**src/rtl/hazard_control_unit.sv**
```systemverilog
// rtl/hazard_control_unit.sv - stall/flush controller for the 5-stage rv32i pipeline
// Freezes the whole pipe on cache misses, bubbles on load-use, flushes on EX redirects.
module hazard_control_unit #(
  parameter int CNT_W = 32
) (
  input  logic             clk,
  input  logic             rst,
  input  logic [4:0]       IFID_rs1,
  input  logic [4:0]       IFID_rs2,
  input  logic             IFID_uses_rs1,
  input  logic             IFID_uses_rs2,
  input  logic [4:0]       IDEX_rd,
  input  logic             IDEX_mem_read,
  input  logic             EX_redirect,
  input  logic             icache_req,
  input  logic             icache_resp,
  input  logic             dcache_req,
  input  logic             dcache_resp,
  input  logic             perf_clear,
  output logic             pc_load,
  output logic             IFID_load,
  output logic             IDEX_load,
  output logic             EXMEM_load,
  output logic             MEMWB_load,
  output logic             IFID_flush,
  output logic             IDEX_bubble,
  output logic [CNT_W-1:0] perf_loaduse_cnt,
  output logic [CNT_W-1:0] perf_memstall_cnt,
  output logic [CNT_W-1:0] perf_flush_cnt
);

  typedef enum logic {RUN, WAIT} state_t;

  state_t state, state_next;
  logic   i_done, d_done, i_done_next, d_done_next;
  logic   loaduse, i_ok, d_ok, go;
  logic   inc_loaduse, inc_flush, inc_memstall;

  assign loaduse = IDEX_mem_read && (IDEX_rd != 5'd0) &&
                   ((IFID_uses_rs1 && (IFID_rs1 == IDEX_rd)) ||
                    (IFID_uses_rs2 && (IFID_rs2 == IDEX_rd)));
  assign i_ok = ~icache_req | icache_resp | i_done;
  assign d_ok = ~dcache_req | dcache_resp | d_done;
  assign go   = i_ok & d_ok;

  always_ff @(posedge clk) begin
    if (!rst) begin
      state  <= RUN;
      i_done <= 1'b0;
      d_done <= 1'b0;
    end else begin
      state  <= state_next;
      i_done <= i_done_next;
      d_done <= d_done_next;
    end
  end

  always_comb begin
    state_next  = state;
    i_done_next = i_done;
    d_done_next = d_done;
    case (state)
      RUN: begin
        if (!go) begin
          state_next  = WAIT;
          i_done_next = ~icache_req | icache_resp;
          d_done_next = ~dcache_req | dcache_resp;
        end
      end
      WAIT: begin
        if (go) begin
          state_next  = RUN;
          i_done_next = 1'b0;
          d_done_next = 1'b0;
        end else begin
          i_done_next = i_done | icache_resp;
          d_done_next = d_done | dcache_resp;
        end
      end
      default: begin
        state_next  = RUN;
        i_done_next = 1'b0;
        d_done_next = 1'b0;
      end
    endcase
  end

  // Release cycles share the advance path; a held redirect flushes only here.
  always_comb begin
    pc_load     = 1'b0;
    IFID_load   = 1'b0;
    IDEX_load   = 1'b0;
    EXMEM_load  = 1'b0;
    MEMWB_load  = 1'b0;
    IFID_flush  = 1'b0;
    IDEX_bubble = 1'b0;
    if (rst && go) begin
      IDEX_load  = 1'b1;
      EXMEM_load = 1'b1;
      MEMWB_load = 1'b1;
      if (EX_redirect) begin
        pc_load     = 1'b1;
        IFID_load   = 1'b1;
        IFID_flush  = 1'b1;
        IDEX_bubble = 1'b1;
      end else if (loaduse) begin
        IDEX_bubble = 1'b1;
      end else begin
        pc_load   = 1'b1;
        IFID_load = 1'b1;
      end
    end
  end

  assign inc_loaduse  = go & ~EX_redirect & loaduse;
  assign inc_flush    = go & EX_redirect;
  assign inc_memstall = ~go;

  always_ff @(posedge clk) begin
    if (!rst || perf_clear) begin
      perf_loaduse_cnt  <= '0;
      perf_memstall_cnt <= '0;
      perf_flush_cnt    <= '0;
    end else begin
      if (inc_loaduse && (perf_loaduse_cnt != '1))
        perf_loaduse_cnt <= perf_loaduse_cnt + CNT_W'(1);
      if (inc_memstall && (perf_memstall_cnt != '1))
        perf_memstall_cnt <= perf_memstall_cnt + CNT_W'(1);
      if (inc_flush && (perf_flush_cnt != '1))
        perf_flush_cnt <= perf_flush_cnt + CNT_W'(1);
    end
  end

endmodule

```
**config.mk**
```make
export PLATFORM = sky130hd
export DESIGN_NAME = hazard_control_unit
export DESIGN_NICKNAME = d
export VERILOG_FILES = /design/src/rtl/hazard_control_unit.sv
export SDC_FILE = /design/constraint.sdc
export NUM_CORES = 1
export LEC_CHECK = 0
export CAP_MARGIN = 20
export CORE_ASPECT_RATIO = 1.75
export CORE_MARGIN = 2
export CORE_UTILIZATION = 60
export CTS_CLUSTER_DIAMETER = 120
export DETAILED_ROUTE_END_ITERATION = 6
export DONT_BUFFER_PORTS = 1
export HOLD_SLACK_MARGIN = 0.03
export PLACE_DENSITY = 0.77
export SETUP_SLACK_MARGIN = 0.15
export SYNTH_ARGS = -nofsm -noshare
export SYNTH_HDL_FRONTEND = slang
export SYNTH_SLANG_ARGS = --single-unit
```
**constraint.sdc**
```tcl
create_clock -name clk -period 6.2 [get_ports clk]
set_input_delay 0.62 -clock clk [delete_from_list [all_inputs] [get_ports clk]]
set_output_delay 0.62 -clock clk [all_outputs]
set_load 0.05 [all_outputs]
```
==> reports/summary.md <==
The share of synthesized registers carrying an async set or reset works out to 0. The largest total area in the synthesized netlist belongs to sky130_fd_sc_hd__dfxtp_1. The placement-stage worst setup slack is 3.038 ns, and the power share of the combinational group is 0.045. Synthesis produced a netlist with a net count of 636. Dividing the detail-routed wire length by the instance count gives 16.63 um. Placed standard-cell area: 4937 um^2. The total grt overflow was 0; the post-route standard cell area excluding fillers was 5246 um^2.

Family with the most delay on the worst path: simple AND/OR/NAND/NOR gates. The worst setup path is launched from a primary input. Setup slack on the critical path of the routed design comes to 3.043 ns. The quantity of gates resized following cts is 0.

The logs give 4368 for the via count and 3 for the number of H-tree levels. For the weighted congestion reported at the end of routability-driven placement, the log shows 0.8445. The logs give 7963 um^2 for the area of the placeable core and 0 for the setup violation total in the final timing report. The number of global-route vias before repair was 4041; the unique cell type count in the Yosys netlist was 52. Traced cell by cell, the critical path runs through or4_1 > o21ai_1 > nand2b_1 > nor2_1 > nor2_2. The tools report the root buffer cell as sky130_fd_sc_hd__clkbuf_16.

The first TritonRoute pass finished after 5 iterations. The worst-case IR drop observed on VDD is 0.1410 mV. The remaining max-slew budget at the tightest pin was 0.2961; the die footprint was 9014 um^2.

Post-detailed-route count of antenna-violating nets: 0. For the hold buffer count at cts, the log shows 0. The effective utilization at floorplan was 0.6212; the die outline height was 124.1 um. The final period utilization is 0.5091, and the clock transition time at the flip-flop clock pins of the worst setup and hold paths is 0.06 ns.

During synthesis, Yosys emitted a total of 0 warnings. TritonCTS created 9 clock buffers. The final hold violation count is 0.

Measured along the x axis, the die boundary spans 72.63 um. By startpoint and endpoint, the worst setup path is classified as primary input to output pin. Net switching fraction of the power: 0.2266.

The share of cells above drive strength 1 is 0.06167, and the register area share after synthesis is 0.4007. Largest fanout on the critical path: 3. The internal portion of the total power is 964.5 uW.

The run gives 0 as the final count of pins violating max slew. STA puts the critical path data required time at 5.58 ns. Library cell contributing the largest single delay on the critical path: sky130_fd_sc_hd__nor2_2. The number of port buffers came out at 0.

The analysis attributes to net switching a power of 282.7 uW. The number of design rule violations left after detail routing is 0. The worst path needs 3.157 ns of the cycle, external delays included.

After floorplanning, the core was divided into 43 placement rows. 129 I/O pins were placed. The area growth from synthesis to layout is 6.071%. The average vias per placed instance was 6.330; the power share of the sequential group was 0.516.

The run gives 0.2476 as the combined global-route utilization of all metal layers. The worst hold path belongs to the class primary input to flop. The maximum single-stage delay on the critical path is 0.79 ns. The clock reaches the later pin of the worst-skew pair after 0.33 ns. The arrival time at the worst endpoint was 2.54 ns; the number of enable flip-flop cells after synthesis was 0. Number of buffers on the longest clock path: 2. After synthesis the netlist holds a flip-flop and latch count of 99. The antenna cell count is 0, and the max-capacitance violation count is 0. The number of buffers and inverters on the critical path is 0. The run gives 316.8 MHz as the highest achievable clock rate. The category of the worst setup path capture point is an output pin. After synthesis the cells add up to 4946 um^2. Sorting the synthesized cells by area gives the leading types as sky130_fd_sc_hd__dfxtp_1 40%, sky130_fd_sc_hd__xnor2_1 6.4%, sky130_fd_sc_hd__nor2_1 5.2%, sky130_fd_sc_hd__a21oi_1 4.4%, sky130_fd_sc_hd__or3_1 4.0%. Setup repair after global routing left no endpoint under its margin. The first global-routing pass estimated 17.91 mm of wire. In the synthesized netlist the dominant register cell turns out to be sky130_fd_sc_hd__dfxtp_1. After the first detailed-routing iteration, the DRC count stood at 230. TritonCTS built the clock tree. After synthesis, the mean cell area works out to 8.148 um^2. Between clock sinks in the finished design, the worst skew comes to 0.004794 ns. In this run the post-CTS setup repair buffer count came out at 0.

At the pin with the least slew margin, the transition time is 1.055 ns. Entering global routing, the biggest net connects 50 pins. The detailed-route wire length was 11.47 mm.

The tools report the total leakage power as 0.001523 uW. The run finished with clean final reports. The initial antenna violation count was 0. The fraction of the core area covered by cells at the end of the flow was 0.6589; the final-layout setup total negative slack was 0 ns. In the final design database the tool counted 624 nets. In this run the power density over the cells is 237.7 nW/um^2. Detailed placement ended at an HPWL of 8.218 mm. The proportion of netlist area held by the largest area contributor is 0.4007, and the clock share of power is 0.439. The instance count of the mapped netlist was 607. The number of sinks on the clock net is 99.
==> worst register-to-register path, stage by stage (launching register included) <==
cell and delay, ns:
sky130_fd_sc_hd__dfxtp_1 0.72, sky130_fd_sc_hd__nand4_1 0.37, sky130_fd_sc_hd__or4_1 0.67, sky130_fd_sc_hd__o31ai_2 0.71, sky130_fd_sc_hd__nor2_1 0.15, sky130_fd_sc_hd__xnor2_1 0.18
sky130_fd_sc_hd__nor2_1 0.05
==> placed cells by master, fill, tap and decap left out, types with 19 or more instances in the layout <==
cell type,synthesis,final
sky130_fd_sc_hd__inv_1,19,19
sky130_fd_sc_hd__a21oi_1,43,43
sky130_fd_sc_hd__xor2_1,22,22
sky130_fd_sc_hd__nand4_1,29,29
sky130_fd_sc_hd__dfxtp_1,99,99
sky130_fd_sc_hd__nor3_1,23,23
sky130_fd_sc_hd__xnor2_1,36,36
sky130_fd_sc_hd__or3_1,32,32
sky130_fd_sc_hd__nand2_1,43,43
sky130_fd_sc_hd__o21ai_0,30,30
sky130_fd_sc_hd__nand3_1,38,38
sky130_fd_sc_hd__nor2_1,68,67
==> cells by family (layout without fill, tap and decap cells) <==
| logic type | count (synthesis) | in the layout | share of synthesized area |
|---|---|---|---|
| compound gates | 104 | 104 | 0.1237 |
| xor+xnor | 58 | 58 | 0.1027 |
| buf+inv | 46 | 39 | 0.04452 |
| simple gates | 296 | 296 | 0.3187 |
| mux | 1 | 1 | 0.002024 |
| fa+ha+maj | 3 | 3 | 0.007590 |
| flops | 99 | 99 | 0.4007 |
==> per-stage QoR <==
step / power (uW) / hold slack [ns] / instances
3_5_place_dp: 714.0 / 0.4587 / 673
4_1_cts: 1256 / 0.3961 / 689
6_report: 1247 / 0.4032 / 690
5_1_grt: 1289 / 0.3957 / 690
2_1_floorplan: 707.9 / 0.4386 / 607
3_3_place_gp: 712.8 / 0.4480 / 673
==> path summary, 6_finish.rpt <==
check	startpoint	slack, ns	depth (start not counted)	to
worst min register to register	d_done	0.47	2	d_done
worst min-delay path	rst	0.40	1	state
worst max-delay path	IDEX_rd[1]	3.04	5	pc_load
worst max register to register	perf_memstall_cnt[20]	3.23	6	perf_memstall_cnt[15]
==> cell type report <==
type,count,area (um^2)
Clock buffer,9,225.2
Clock inverter,7,68.82
Fill cell,653,2716
Inverter,19,71.32
Multi-Input combinational cell,462,2749
Sequential cell,99,1982
Tap cell,90,112.6
Timing Repair Buffer,4,37.54
==> power by group through the flow <==
stage	Combinational, uW	Clock, uW	Sequential [uW]
6_report	55.6	548	644
5_1_grt	59.6	586	644
4_1_cts	55.5	556	644
3_5_place_dp	55.4	0	659
3_3_place_gp	54.4	0	658
2_1_floorplan	50.1	0	658
==> sequential cells by signal (all words and copies together) (netlist names) <==
name	flops
state	1
perf_loaduse_cnt	32
perf_flush_cnt	32
perf_memstall_cnt	32
d_done	1
i_done	1
==> cells in the mapped netlist, drive strengths merged (3+ instances only) <==
library cell  instances
dfxtp                99
nor2                 68
nand2                44
a21oi                43
nand3                40
xnor2                36
o21ai                35
or3                  33
nand4                31
nor3                 23
xor2                 22
inv                  19
clkbuf               18
or4                  15
and3                 12
buf                   9
and2                  7
o31ai                 7
and4                  6
nor4                  6
o211ai                5
nand2b                4
ha                    3
o41ai                 3
or3b                  3
==> routing by layer <==
metal | GRT usage | up-vias | part of all wire
li1 | - | 2151 | -
met1 | 0.2713 | 2064 | 0.40
met2 | 0.4313 | 136 | 0.52
met3 | 0.07929 | 17 | 0.067
met4 | 0.1065 | 0 | 0.019
met5 | 0 | - | 0
No activity file was read; power rests on OpenSTA's default activity.
